File: src/rtl/dual_issue_steer.sv
// dual_issue_steer
//   Decode-side instruction buffer and pairing unit for the 2-wide pipeline.
//   Fetch pushes up to two {pc, instr} entries per cycle into a small FIFO;
//   the head of the FIFO is presented as a slot0/slot1 issue bundle that the
//   D/X latch consumes. When the head pair may not issue together, only
//   slot0 is offered and split is raised.
//
// Ports
//   clock, ctrl_reset                 clock, async active-low reset
//   fetch_valid0/1, fetch_pc0/1,
//   fetch_instr0/1, fetch_ready       fetch-side push interface
//   dx_stall                          D/X latch not writing this cycle
//   flush                             redirect: drop everything buffered
//   issue_valid0/1, issue_pc0/1,
//   issue_instr0/1, split             issue bundle (combinational from head)
//   occupancy                         entries held
module dual_issue_steer #(
    parameter int DEPTH = 4,
    parameter int PCW   = 32,
    parameter int IW    = 32
) (
    input  logic                     clock,
    input  logic                     ctrl_reset,
    input  logic                     fetch_valid0,
    input  logic                     fetch_valid1,
    input  logic [PCW-1:0]           fetch_pc0,
    input  logic [PCW-1:0]           fetch_pc1,
    input  logic [IW-1:0]            fetch_instr0,
    input  logic [IW-1:0]            fetch_instr1,
    output logic                     fetch_ready,
    input  logic                     dx_stall,
    input  logic                     flush,
    output logic                     issue_valid0,
    output logic                     issue_valid1,
    output logic [PCW-1:0]           issue_pc0,
    output logic [PCW-1:0]           issue_pc1,
    output logic [IW-1:0]            issue_instr0,
    output logic [IW-1:0]            issue_instr1,
    output logic                     split,
    output logic [$clog2(DEPTH):0]   occupancy
);

    localparam int AW = $clog2(DEPTH);
    localparam int CW = AW + 1;

    logic [PCW-1:0] pc_mem    [DEPTH];
    logic [IW-1:0]  instr_mem [DEPTH];

    logic [AW-1:0] rptr;
    logic [AW-1:0] wptr;
    logic [CW-1:0] count;
    logic [AW-1:0] rptr1;
    logic [AW-1:0] wptr1;

    logic          do_push;
    logic          do_pop;
    logic [1:0]    push_cnt;
    logic [1:0]    pop_cnt;
    logic          pair_ok;

    assign rptr1 = rptr + AW'(1);
    assign wptr1 = wptr + AW'(1);

    // ---------------------------------------------------------------
    // Instruction field decode
    // ---------------------------------------------------------------
    function automatic logic is_ctrl(input logic [4:0] op);
        return (op == 5'b00001) || (op == 5'b00010) || (op == 5'b00011) ||
               (op == 5'b00100) || (op == 5'b00110) || (op == 5'b10110);
    endfunction

    function automatic logic is_mem(input logic [4:0] op);
        return (op == 5'b00111) || (op == 5'b01000);
    endfunction

    // Destination register; 0 means "writes nothing visible" since r0 is
    // hardwired and never creates a hazard. jal implicitly writes r31.
    function automatic logic [4:0] dest_reg(input logic [4:0] op,
                                            input logic [4:0] rd);
        logic [4:0] d;
        d = 5'd0;
        if (op == 5'b00000 || op == 5'b00101 || op == 5'b01000)
            d = rd;
        else if (op == 5'b00011)
            d = 5'd31;
        return d;
    endfunction

    logic [IW-1:0] head0;
    logic [IW-1:0] head1;
    logic [4:0]    op0;
    logic [4:0]    op1;
    logic [4:0]    dst0;
    logic [4:0]    dst1;
    logic [4:0]    rs1;
    logic [4:0]    rt1;

    assign head0 = instr_mem[rptr];
    assign head1 = instr_mem[rptr1];
    assign op0   = head0[31:27];
    assign op1   = head1[31:27];
    assign rs1   = head1[21:17];
    assign rt1   = head1[16:12];
    assign dst0  = dest_reg(op0, head0[26:22]);
    assign dst1  = dest_reg(op1, head1[26:22]);

    // Source fields of the younger op are compared regardless of opcode:
    // a spurious split only costs a cycle, a missed hazard corrupts state.
    always_comb begin
        pair_ok = 1'b1;
        if (is_ctrl(op0))
            pair_ok = 1'b0;
        if (is_mem(op0) && is_mem(op1))
            pair_ok = 1'b0;
        if ((dst0 != 5'd0) && ((rs1 == dst0) || (rt1 == dst0)))
            pair_ok = 1'b0;
        if ((dst0 != 5'd0) && (dst1 == dst0))
            pair_ok = 1'b0;
    end

    // ---------------------------------------------------------------
    // Issue bundle and handshake
    // ---------------------------------------------------------------
    assign issue_valid0 = (count >= CW'(1));
    assign issue_valid1 = (count >= CW'(2)) && pair_ok;
    assign split        = (count >= CW'(2)) && !pair_ok;
    assign issue_pc0    = pc_mem[rptr];
    assign issue_pc1    = pc_mem[rptr1];
    assign issue_instr0 = head0;
    assign issue_instr1 = head1;
    assign occupancy    = count;

    assign fetch_ready = (count <= CW'(DEPTH - 2));

    assign do_push  = fetch_ready && !flush;
    assign do_pop   = !dx_stall && !flush;
    assign push_cnt = do_push ? ({1'b0, fetch_valid0} + {1'b0, fetch_valid1}) : 2'd0;
    assign pop_cnt  = do_pop  ? ({1'b0, issue_valid0} + {1'b0, issue_valid1}) : 2'd0;

    // ---------------------------------------------------------------
    // Pointers and count; flush realigns the read side onto the write side
    // ---------------------------------------------------------------
    always_ff @(posedge clock or negedge ctrl_reset) begin
        if (!ctrl_reset) begin
            rptr  <= '0;
            wptr  <= '0;
            count <= '0;
        end else if (flush) begin
            rptr  <= wptr;
            count <= '0;
        end else begin
            wptr  <= wptr + AW'(push_cnt);
            rptr  <= rptr + AW'(pop_cnt);
            count <= count + CW'(push_cnt) - CW'(pop_cnt);
        end
    end

    // Payload storage carries no reset; only the pointers define validity.
    always_ff @(posedge clock) begin
        if (do_push) begin
            if (fetch_valid0) begin
                pc_mem[wptr]    <= fetch_pc0;
                instr_mem[wptr] <= fetch_instr0;
            end
            if (fetch_valid1) begin
                pc_mem[wptr1]    <= fetch_pc1;
                instr_mem[wptr1] <= fetch_instr1;
            end
        end
    end

endmodule

File: config.mk
export PLATFORM = sky130hd
export DESIGN_NAME = dual_issue_steer
export DESIGN_NICKNAME = d
export VERILOG_FILES = /design/src/rtl/dual_issue_steer.sv
export SDC_FILE = /design/constraint.sdc
export NUM_CORES = 1
export LEC_CHECK = 0
export ABC_AREA = 0
export CAP_MARGIN = 20
export CORE_ASPECT_RATIO = 0.9
export CORE_MARGIN = 2
export CORE_UTILIZATION = 48
export DETAILED_ROUTE_END_ITERATION = 10
export PLACE_DENSITY = 0.77
export SLEW_MARGIN = 20
export SYNTH_ARGS = -nofsm -noshare
export SYNTH_HDL_FRONTEND = slang
export SYNTH_SLANG_ARGS = --single-unit
export TNS_END_PERCENT = 100
File: constraint.sdc
create_clock -name clock -period 4.85 [get_ports clock]
set_clock_uncertainty 0.15 [all_clocks]
set_input_delay 1.455 -clock clock [delete_from_list [all_inputs] [get_ports clock]]
set_output_delay 1.455 -clock clock [all_outputs]
set_load 0.01 [all_outputs]
==> results.json, run 1 <==
{
  "die_h_um": 171,
  "coreArea_um2": 30800,
  "gp_congestion": 0.845,
  "io_pins": 269,
  "clock_sinks": 263,
  "synth_mux_area_frac": 0.387,
  "ant_nets": 0,
  "end_kind": "output port",
  "cts_root_buffer": "clkbuf_16",
  "leakage_uw": 0.00655,
  "first_iter_violations": 613,
  "grt_pass1_vias": 9844,
  "layout-drive-gt1-share": 0.459,
  "avgSynthCellArea_um2": 17.5,
  "slew_headroom": 0.560,
  "syn_area_um2": 14900,
  "yosys_register_bits": 263,
  "drcViolationCount": 0,
  "h-tree-depth": 1,
  "whs_ns": 0.490,
  "powerDensity_nw_per_um2": 566,
  "clk_pin_slew_worst_paths_ns": 0.06,
  "async_reset_ff_frac": 0.0266,
  "rsz0062_at_grt": "true",
  "synth_warnings": 0,
  "min_period_over_period": 1.05,
  "cts_buffers": 29,
  "area_growth_pct": 31.3,
  "viasPerCell": 5.96,
  "syn_nets": 991,
  "firstDrtPassIters": 5,
  "port-buffer-count": 268,
  "wl_um": 38100,
  "synth_compound_area_frac": 0.0169,
  "arrival_ns": 3.47,
  "fin_crit_ns": 5.08,
  "status": "finished with violations",
  "insertion_delay_ns": 0.55,
  "design.die.area_um2": 32500,
  "ys.flop_type": "edfxtp_1",
  "worstMarginPinSlew_ns": 0.659,
  "num-fill-cells": 2183,
  "chipWidth_um": 190,
  "grt_max_degree": 65,
  "fmax_mhz": 197,
  "synth_top_family_by_area": "multiplexers",
  "max_cap_violations": 0,
  "cts_tree": "built",
  "synthTopCellsByCount": "mux2_2 (259), edfxtp_1 (256), mux4_2 (125), clkbuf_1 (39)",
  "place_area_um2": 18400,
  "syn-instance-count": 851,
  "synth_edf_count": 256,
  "place_ws_ns": -0.164,
  "setup_ws_ns": -0.228,
  "hold_path_class": "flip-flop to flip-flop",
  "grtUsageTotal": 0.230,
  "synth_cell_types": 59,
  "synth_simple_gate_area_share": 0.0295,
  "gr-total-overflow": 0,
  "design_area_um2": 19600,
  "critPathLaunchType": "flip-flop",
  "nets": 1307,
  "cts_buffer_depth": 3,
  "yosysMostFrequentCell": "mux2_2",
  "worst-setup-path-type": "flip-flop to output port",
  "yosysTopAreaCell": "edfxtp_1",
  "grt_pass1_wl_um": 56900,
  "hold_viol": 0,
  "violations": "negative setup slack",
  "worstPathMaxFanout": 6,
  "synth_xor_area_frac": 0.0123,
  "netlist_top_cells_area": "edfxtp_1 (52%), mux2_2 (20%), mux4_2 (19%), dfrtp_1 (1.2%), clkbuf_1 (0.98%)",
  "vias": 9528,
  "hold_buffers": 0,
  "yosys.area.top_type_share": 0.515,
  "tns_ns": -0.419,
  "slew_violations": 0,
  "start_util": 0.485,
  "hpwl_um": 24900,
  "wire_per_inst_um": 23.9,
  "setup_viol": 3,
  "num_rows": 61,
  "post_synth_fa_ha_maj_area_fraction": 0.00604,
  "peakVddDrop_v": 0.000315,
  "yosysSeqAreaShare": 0.527,
  "power.total_uw": 11100,
  "worstPathRequired_ns": 3.24,
  "antenna_found_initial": 2
}
-- routing by layer --
layer  global-route usage  vias up  share of wire  wire length (um)
met5                    0        -              0                 0
li1                     -     4195              -                 -
met3               0.0506       50          0.072              2760
met4               0.0637        0          0.024               919
met1                0.306     4942           0.41             15700
met2                0.383      341           0.49             18700
-- through the flow --
stage | cells | utilization
3_3_place_gp | 1528 | 0.599
4_1_cts | 1586 | 0.632
5_1_grt | 1598 | 0.637
2_1_floorplan | 851 | -
3_5_place_dp | 1528 | 0.599
6_report | 1598 | 0.637
-- report_power, final --
group / switching [uW] / total, uW / leakage, uW / internal (uW)
sequential: 214 / 3190 / 0.00242 / 2980
combinational: 2560 / 5740 / 0.00368 / 3180
clock: 903 / 2150 / 0.000449 / 1250
-- area by class of cell --
cell class	count	area (um2)	area share
Sequential cell	263	7870	0.402
Multi-Input combinational cell	522	6900	0.352
Timing Repair Buffer	344	3350	0.171
Clock buffer	31	733	0.0374
Tap cell	409	512	0.0261
Clock inverter	20	189	0.00964
Inverter	7	26.3	0.00134
Antenna cell	2	5.00	0.000255
-- layout by cell type, fill, tap and decap left out, types with 7 or more instances in the layout --
master           netlist  layout
buf_12                 0       7
buf_4                  3      63
clkbuf_16              0      29
clkdlybuf4s50_1        0     266
clkinv_1               1       8
edfxtp_1             256     256
mux2_2               259     259
mux4_2               125     126
nand2_1               15      13
nor2_1                15      11
xnor2_1               15      13
-- critical path, cell delays in order, from the launching register on --
cell and delay [ns]:
dfrtp_4 0.48, mux4_2 0.58, and4bb_4 0.24, buf_4 0.15
a21oi_2 0.15, a21oi_4 0.08, buf_4 0.15, or4_1 0.51
nand2_1 0.08, o221ai_1 0.12, and4b_1 0.25, buf_2 0.14
-- registers in the layout, summed over array words and instances (netlist names) --
name       flops
instr_mem    128
occupancy      3
pc_mem       128
rptr           2
wptr           2
-- path summary, 6_finish.rpt --
path	start	end	slack, ns	cells after the start
setup / recovery	rptr[0]	issue_valid1	-0.23	11
hold / removal	occupancy[2]	occupancy[2]	0.49	2
setup reg to reg	rptr[0]	occupancy[2]	-0.03	19
hold reg to reg	occupancy[2]	occupancy[2]	0.49	2
max in group asynchronous	ctrl_reset	rptr[1]	3.20	1
min in group asynchronous	ctrl_reset	rptr[0]	1.05	1
-- timing repair --
item                       in CTS  in global routing
buffers inserted                7                 10
gates resized for setup        28                 13
pin swaps                      13                 12
setup endpoints to repair       3                 42
cloned                          0                  0
-- cell families after synthesis --
| group | Yosys count |
|---|---|
| buffers and inverters | 66 |
| DFF | 263 |
| AOI/OAI and AO/OA | 35 |
| xor gates and xnor gates | 21 |
| adders and majority gates | 6 |
| muxes | 387 |
| and+or+nand+nor | 73 |
Note: power is estimated with default switching activity, not from simulation.
==> run 2: changes to the inputs <==
--- a/config.mk
+++ b/config.mk
@@ -12,6 +12,7 @@
 export CORE_UTILIZATION = 48
 export DETAILED_ROUTE_END_ITERATION = 10
 export PLACE_DENSITY = 0.77
+export REMOVE_ABC_BUFFERS = 1
 export SLEW_MARGIN = 20
 export SYNTH_ARGS = -nofsm -noshare
 export SYNTH_HDL_FRONTEND = slang
==> run 2 against run 1 <==
  * The run still ends with negative setup slack left
  * Worst setup slack worse by 0.038 ns
  * Die area stayed put
  * Count of clock-buffer cells in the layout is 6 higher
  * Power is 1.9% lower
  * Via count is 1.5% lower
  * Global-route usage hardly changed
  * Fmax is 0.73% lower
  * Core utilization is 0.46 points lower
  * Non-clock buffer count is 13 lower
  * Sequential cell count stayed put
==> results.json, run 2 (synthesis results as in run 1) <==
{
  "insertion_delay_ns": 0.55,
  "clock_sinks": 263,
  "vias": 9383,
  "setup_viol": 2,
  "busiest_layer": "met2",
  "wl_um": 37400,
  "area_growth_pct": 30.3,
  "leakage_uw": 0.00645,
  "antenna_found_initial": 1,
  "fmax_mhz": 195,
  "rsz0062_at_grt": "true",
  "max_cap_violations": 0,
  "first_iter_violations": 637,
  "multi_input_comb_area_um2": 6910,
  "end_kind": "output port",
  "viasPerCell": 5.94,
  "place_inst": 1524,
  "power.total_uw": 10900,
  "hold_path_class": "flip-flop to flip-flop",
  "use_met3": 0.0539,
  "critPathLaunchType": "flip-flop",
  "antenna_cells": 0,
  "worst_path_max_delay_cell": "or4b_2",
  "peakVddDrop_v": 0.000411,
  "grt_pass1_wl_um": 57300,
  "grt_pass1_vias": 9859,
  "tns_ns": -0.468,
  "cp_common_cell": "buf_4",
  "setup_ws_ns": -0.266,
  "design_area_um2": 19400,
  "port-buffer-count": 268,
  "chipWidth_um": 190,
  "seqCellArea_um2": 7870,
  "ant_nets": 0,
  "clk_pin_slew_worst_paths_ns": 0.06,
  "layout-drive-gt1-share": 0.447,
  "num-fill-cells": 2215,
  "cts_tree": "built",
  "grt_use_met2": 0.378,
  "place_area_um2": 18400,
  "io_pins": 269,
  "worstPathMaxFanout": 5,
  "violations": "negative setup slack",
  "nets": 1294,
  "design.die.area_um2": 32500,
  "grt_use_met1": 0.315,
  "min_period_over_period": 1.05,
  "arrival_ns": 3.51,
  "worst-setup-path-type": "flip-flop to output port",
  "gp_congestion": 0.899,
  "path_buf_inv": 5,
  "slew_headroom": 0.412,
  "drcViolationCount": 0,
  "cts_root_buffer": "clkbuf_16",
  "crit_chain": "buf_6, buf_4, mux4_2, buf_4, buf_4, or4b_2, a21oi_2, a21oi_1, o21ai_0, a32o_2, a41oi_1, and4b_1, buf_2",
  "slowest_delay_ns": 0.59,
  "die_h_um": 171,
  "firstDrtPassIters": 5,
  "grt_max_degree": 65,
  "coreArea_um2": 30800,
  "gr-total-overflow": 0,
  "grtUsageTotal": 0.230,
  "hold_viol": 0,
  "powerDensity_nw_per_um2": 559,
  "cp_top_family": "simple AND/OR/NAND/NOR gates",
  "num_rows": 61,
  "hold_buffers": 0,
  "cts_buffers": 29,
  "fin_crit_ns": 5.12,
  "hpwl_um": 23900,
  "final_cell_mix": "clkdlybuf4s50_1 (266), mux2_2 (259), edfxtp_1 (256)",
  "status": "finished with violations",
  "slew_violations": 0,
  "final_common_cell": "clkdlybuf4s50_1",
  "worstPathRequired_ns": 3.24,
  "wire_per_inst_um": 23.6,
  "final_cells": 1580,
  "worstMarginPinSlew_ns": 0.881,
  "h-tree-depth": 1,
  "cts_buffer_depth": 3,
  "start_util": 0.485
}
==> run 2: changes by cell type in the layout (fill, tap and decap cells not counted), moves of 2 or more <==
| cell | change |
|---|---|
| buf_4 | -15 |
| clkbuf_1 | +6 |
| inv_6 | -3 |
| bufinv_16 | -2 |
| clkinv_1 | -2 |
| clkinvlp_4 | -2 |
| diode_2 | -2 |
| nor2_2 | -2 |
| o21ai_0 | +2 |
| o21ai_1 | -2 |
==> run 2: metal layers <==
| layer | routed length (um) | vias to the layer above | part of all wire |
|---|---|---|---|
| li1 | - | 4147 | - |
| met1 | 15900 | 4834 | 0.42 |
| met2 | 18000 | 358 | 0.48 |
| met3 | 2820 | 44 | 0.075 |
| met4 | 646 | 0 | 0.017 |
| met5 | 0 | - | 0 |
==> run 2: worst paths after layout <==
check	from	endpoint	slack, ns	cells past startpoint
worst min register to register	occupancy[2]	occupancy[2]	0.50	2
min in group asynchronous	ctrl_reset	occupancy[1]	1.08	1
max in group asynchronous	ctrl_reset	rptr[1]	3.11	1
worst min-delay path	occupancy[2]	occupancy[2]	0.50	2
worst max-delay path	rptr[0]	issue_valid1	-0.27	13
worst max register to register	rptr[0]	occupancy[2]	0.02	20
==> run 2: area by class of cell <==
type / count / area share
timing repair buffer: 331 / 0.169
sequential: 263 / 0.405
inverter: 7 / 0.00135
multi-input combinational: 522 / 0.355
clock inverter: 11 / 0.00457
clock buffer: 37 / 0.0389
tap: 409 / 0.0263
==> run 2: power breakdown <==
| group | switching [uW] | internal [uW] |
|---|---|---|
| combinational | 2540 | 3150 |
| sequential | 206 | 2980 |
| clock | 861 | 1140 |
| total | 3610 | 7270 |
==> run 2: through the flow <==
step	utilization	hold WS (ns)	worst slack, ns
3_5_place_dp	0.598	0.469	-0.146
6_report	0.632	0.497	-0.266
3_3_place_gp	0.598	0.461	-0.107
2_1_floorplan	-	0.464	-4.44
5_1_grt	0.632	0.534	-0.442
4_1_cts	0.630	0.484	-0.263
==> run 2: repair_timing <==
| action | in CTS | in global routing |
|---|---|---|
| cloned | 0 | 0 |
| pin swaps | 10 | 8 |
| setup endpoints to repair | 49 | 51 |
| setup buffers | 8 | 1 |
| resized for setup | 27 | 15 |
==> run 2: worst reg2reg max path: stages, from the launching register on <==
cell and delay [ns]:
dfrtp_4 0.51, buf_6 0.15, buf_4 0.15, mux4_2 0.37, buf_4 0.12, buf_4 0.10, or4b_2 0.59, a21oi_2 0.16
a21oi_1 0.08, o21ai_0 0.16, a32o_2 0.18, a41oi_1 0.06, and4b_1 0.22, buf_4 0.14, ha_4 0.15, nor3b_4 0.15
fa_1 0.52, fa_2 0.42, xnor2_2 0.17, xnor2_1 0.13, nor2_1 0.06
==> run 3: changes to the inputs <==
--- a/config.mk
+++ b/config.mk
@@ -9,9 +9,10 @@
 export CAP_MARGIN = 20
 export CORE_ASPECT_RATIO = 0.9
 export CORE_MARGIN = 2
-export CORE_UTILIZATION = 48
+export CORE_UTILIZATION = 50
+export CTS_BUF_LIST = sky130_fd_sc_hd__clkbuf_2
 export DETAILED_ROUTE_END_ITERATION = 10
-export PLACE_DENSITY = 0.77
+export PLACE_DENSITY = 0.8
 export REMOVE_ABC_BUFFERS = 1
 export SLEW_MARGIN = 20
 export SYNTH_ARGS = -nofsm -noshare
==> run 3 against run 2 <==
  * The run still ends with negative setup slack left
  * Worst setup slack got worse by 0.34 ns
  * Critical path type unchanged
  * Count of clock-buffer cells in the layout increased by 64
  * Sequential power is essentially flat
  * Core utilization increased by 4.3 points
  * Register-to-register slack got worse by 0.02 ns
  * Critical path depth shrank 2
  * Power hardly changed
==> results.json, run 3 (synthesis results as in run 1) <==
{
  "status": "finished with violations",
  "violations": "negative setup slack",
  "viasPerCell": 6.05,
  "io_pins": 269,
  "first_iter_violations": 747,
  "final_cell_mix": "mux2_2 (259), edfxtp_1 (256), clkdlybuf4s50_1 (241)",
  "setup_ws_ns": -0.609,
  "vias": 10000,
  "hpwl_um": 23800,
  "cts_root_buffer": "clkbuf_2",
  "chipWidth_um": 186,
  "grtUsageTotal": 0.250,
  "slew_headroom": 0.613,
  "gr-total-overflow": 0,
  "port-buffer-count": 268,
  "grt_max_degree": 65,
  "wire_per_inst_um": 23.9,
  "crit_chain": "buf_12, buf_6, mux4_2, or4_4, o21ai_4, nand4_1, and4b_1, nor4_4, o221ai_2, and4b_1, buf_2",
  "fin_crit_ns": 5.46,
  "cts_tree": "built",
  "leakage_uw": 0.00692,
  "insertion_delay_ns": 0.81,
  "end_kind": "output port",
  "whs_ns": 0.509,
  "slowest_delay_ns": 0.55,
  "clock_sinks": 263,
  "tns_ns": -1.18,
  "worst-setup-path-type": "flip-flop to output port",
  "hold_buffers": 0,
  "h-tree-depth": 3,
  "num-fill-cells": 1998,
  "hold_viol": 0,
  "coreArea_um2": 29200,
  "worst_path_max_delay_cell": "dfrtp_4",
  "cp_top_family": "simple AND/OR/NAND/NOR gates",
  "area_growth_pct": 31.9,
  "cp_common_cell": "and4b_1",
  "cts_buffers": 70,
  "worstPathMaxFanout": 6,
  "worstMarginPinSlew_ns": 0.574,
  "place_ws_ns": -0.192,
  "critPathLaunchType": "flip-flop",
  "antenna_found_initial": 4,
  "num_rows": 59,
  "design.die.area_um2": 31200,
  "final_common_cell": "mux2_2",
  "slew_violations": 0,
  "worstPathRequired_ns": 3.24,
  "fmax_mhz": 183,
  "grt_pass1_vias": 10500,
  "place_inst": 1508,
  "arrival_ns": 3.85,
  "clk_pin_slew_worst_paths_ns": 0.11,
  "firstDrtPassIters": 5,
  "powerDensity_nw_per_um2": 553,
  "nets": 1351,
  "min_period_over_period": 1.13,
  "peakVddDrop_v": 0.000326,
  "grt_pass1_wl_um": 59000,
  "cts_buffer_depth": 3,
  "utilization": 0.675,
  "rsz0062_at_grt": "true",
  "start_util": 0.512,
  "wl_um": 39600,
  "ant_nets": 0,
  "setup_viol": 2,
  "hold_path_class": "flip-flop to flip-flop",
  "gp_congestion": 0.888,
  "layout-drive-gt1-share": 0.491,
  "die_h_um": 168,
  "path_buf_inv": 3,
  "final_cells": 1657,
  "max_cap_violations": 0,
  "drcViolationCount": 0
}
[run 3: metal layers]
metal | routed length, um | part of all wire | track usage | vias up
met5 | 11 | 0.00028 | 0 | -
met4 | 1110 | 0.028 | 0.0914 | 2
met3 | 3890 | 0.098 | 0.0820 | 92
met2 | 18700 | 0.47 | 0.392 | 489
met1 | 15900 | 0.40 | 0.327 | 5117
li1 | - | - | - | 4323
[run 3: timing repair]
item,in CTS,in global routing
pin swaps,12,16
setup endpoints to repair,74,34
setup buffers,8,15
gates resized for setup,48,50
cloned,2,2
[run 3: final cells by class]
cell class	count	area (um2)	area share
diodes	3	7.51	0.000381
clock buffers	101	505	0.0257
clock inverters	18	159	0.00807
inverters	7	26.3	0.00134
multi-input cells	522	6940	0.353
flip-flops and latches	263	7870	0.400
well taps	396	495	0.0252
repair buffers	347	3680	0.187
[run 3: where the power goes]
part | total, uW | switching (uW) | leakage (uW) | internal [uW]
clock network | 1630 | 915 | 0.000494 | 715
registers | 3180 | 207 | 0.00242 | 2970
logic | 6060 | 2690 | 0.00401 | 3370
[run 3: tightest hold or removal path: stages (launching register included)]
cell and delay (ns):
dfrtp_1 0.45, xnor2_1 0.14, nor2_1 0.04
[run 3: path summary, 6_finish.rpt]
check,start,to,slack [ns],cells after the start
setup / recovery,rptr[0],issue_valid1,-0.61,11
hold / removal,occupancy[2],occupancy[2],0.51,2
setup reg to reg,rptr[0],occupancy[2],0,18
hold reg to reg,occupancy[2],occupancy[2],0.51,2
max in group asynchronous,ctrl_reset,rptr[1],3.43,1
min in group asynchronous,ctrl_reset,rptr[0],0.78,1
[run 3: through the flow]
step / area, um2 / power [uW]
2_1_floorplan: 14600 / 6490
3_3_place_gp: 18400 / 8620
3_5_place_dp: 18400 / 8690
4_1_cts: 19300 / 10600
5_1_grt: 19700 / 11400
6_report: 19700 / 10900
==> patch, RTL diff (config.mk and constraints of run 1) <==
Change the parameter `DEPTH` from 4 to 2.
--- a/src/rtl/dual_issue_steer.sv
+++ b/src/rtl/dual_issue_steer.sv
@@ -15,7 +15,7 @@
 //   issue_instr0/1, split             issue bundle (combinational from head)
 //   occupancy                         entries held
 module dual_issue_steer #(
-    parameter int DEPTH = 4,
+    parameter int DEPTH = 2,
     parameter int PCW   = 32,
     parameter int IW    = 32
 ) (
Ports: changed (resized occupancy); port bits go from 269 to 268. No check against the original RTL was run, so the function may have changed too.
==> patch against run 1 <==
The flow still finishes with violations (setup timing). Setup slack improved by 38 ps. Synthesized area decreased by 47%. Combinational power shrank 28%. Largest power group unchanged. Sequential cell count shrank 131. Synthesized cell count down 35%. Routed wire length decreased by 40%. Via count is 35% lower. Final area fell by 39%. Power is 37% lower.
==> patch: results (changes against run 1) <==
* Initial DRC count at 322 (-47%)
* First-pass GRT wire length at 35600 µm (-37%)
* DR pass1 iterations at 4 (-1)
* Ant. Diodes at 0 (-2)
* Max Cap Viol at 0 (unchanged)
* Status: finished, violations left
* Setup TNS Final at -333 ps (+85.9 ps)
* Max rail drop VDD at 0.656 mV (+110%)
* Post-route setup slack at -191 ps (+37.8 ps)
* Synth area leaders: edfxtp_1 48%, mux2_2 34%, mux2i_1 1.5%
* Deepest clock path buffer count at 2 (-1)
* Antenna violations before repair at 0 (-2)
* Worst hold path startpoint: wptr$_DFFE_PN0N_
* Dpl hpwl at 15600 µm (-37%)
* Leak pwr at 4.26 nW (-35%)
* Cts bufs inserted at 17 (-41%)
* Failing checks: setup timing
* Arrival time worst endpoint at 3440 ps (-30 ps)
* Crit-path max FO at 5 (-1)
* Reg-to-Reg End: occupancy[1]$_DFF_PN0_
* Sequential share of the synthesized area at 49.7% (-3.0 points)
* Vias at 6148 (-35%)
* Ys async rst share at 3.03% (+0.37 points)
* Hold Worst Slack at 443 ps (-46.9 ps)
* EDFF count, synth at 128 (-50%)
* Reg-to-reg setup timing slack at 170 ps (+200 ps)
* Post-synth top flop: edfxtp_1
* Vias in the first global route at 6557 (-33%)
* Final net count at 1008 (-23%)
* CTS HTree Levels at 4 (+3)
* Gr usage total at 26.0% (+3.1 points)
* Slew margin rel. at 53.9% (-2.2 points)
* Reg2Reg Depth at 22 (+3)
* Syn_nets at 693 (-30%)
* Final setup viols at 2 (-1)
* Clk_lat worst skew at 420 ps (-130 ps)
* Largest net degree at the start of global routing at 59 (-9.2%)
* Hold Path Stages at 1 (-1)
* Final wirelength at 23000 µm (-40%)
* R2R Path Start: rptr$_DFF_PN0_
* Port bufs at 267 (-0.37%)
* Most common library cells after synthesis: 239 x mux2_2, 128 x edfxtp_1, 28 x clkbuf_1, 14 x inv_1, 13 x nand2_1
* GPL Wtd Cong at 0.884 (+4.7%)
* Hold Path Sink: wptr$_DFFE_PN0N_
* Share of layout cells above drive strength 1 at 42.7% (-3.2 points)
[patch: how the worst max path moves through the flow]
stage,end,slack (ps),depth (start not counted)
after floorplan,issue_valid1,510,11
after detailed placement,split,-160,11
after CTS,issue_valid1,-120,13
final,issue_valid1,-190,12
after global routing,issue_valid1,-340,12
after global placement,split,-50,11
[patch: repair_timing]
action | CTS | global route
setup buffers | 16 | 2
gates resized for setup | 35 | 8
pin swaps | 13 | 5
endpoints found under the setup margin | 2 | 3
[patch: layer usage]
layer / vias to the layer above / part of all wire [%] / track usage (%)
met5: - / 0 / 0
met4: 0 / 3.1 / 9.12
met3: 54 / 7.8 / 9.24
met2: 248 / 50 / 44.3
met1: 3029 / 40 / 30.8
li1: 2817 / - / -
[patch: stage by stage]
stage	setup WS, ps	power (mW)	instance area, µm²	cells
floorplan	508	3.71	7940	556
global placement	-45.5	5.42	11200	1041
detailed placement	-157	5.49	11200	1041
CTS	-116	6.93	12000	1087
global route	-338	7.31	12000	1089
finish	-191	6.99	12000	1089
[patch: layout make-up]
| cell class | instances | area, µm² |
|---|---|---|
| fillers | 1051 | 4090 |
| multi-input cells | 373 | 4010 |
| repair buffers | 328 | 3220 |
| clock inverters | 11 | 90.1 |
| flip-flops and latches | 132 | 3950 |
| clock buffers | 19 | 433 |
| well taps | 207 | 259 |
| inverters | 19 | 71.3 |
[patch: cells by family after synthesis]
| family | share of synthesized area [%] |
|---|---|
| AOI/OAI and AO/OA | 5.50 |
| buffers and inverters | 2.63 |
| xor gates and xnor gates | 0.773 |
| muxes | 37.1 |
| adders and majority gates | 0.473 |
| and+or+nand+nor | 3.82 |
| DFF | 49.7 |
[patch: critical path, stage by stage (launching register included)]
cell	delay, ps
dfrtp_4	500
buf_12	150
buf_12	130
mux2i_4	220
nor4_2	410
o31ai_4	150
or4b_4	550
o211ai_2	150
a32o_2	170
a221oi_4	80
o21a_4	240
and2_1	150
buf_2	130
[patch: power by group]
group | internal [mW] | switching, mW
Sequential | 1.60 | 0.129
Clock | 0.691 | 0.469
Combinational | 2.22 | 1.89
Total | 4.51 | 2.48
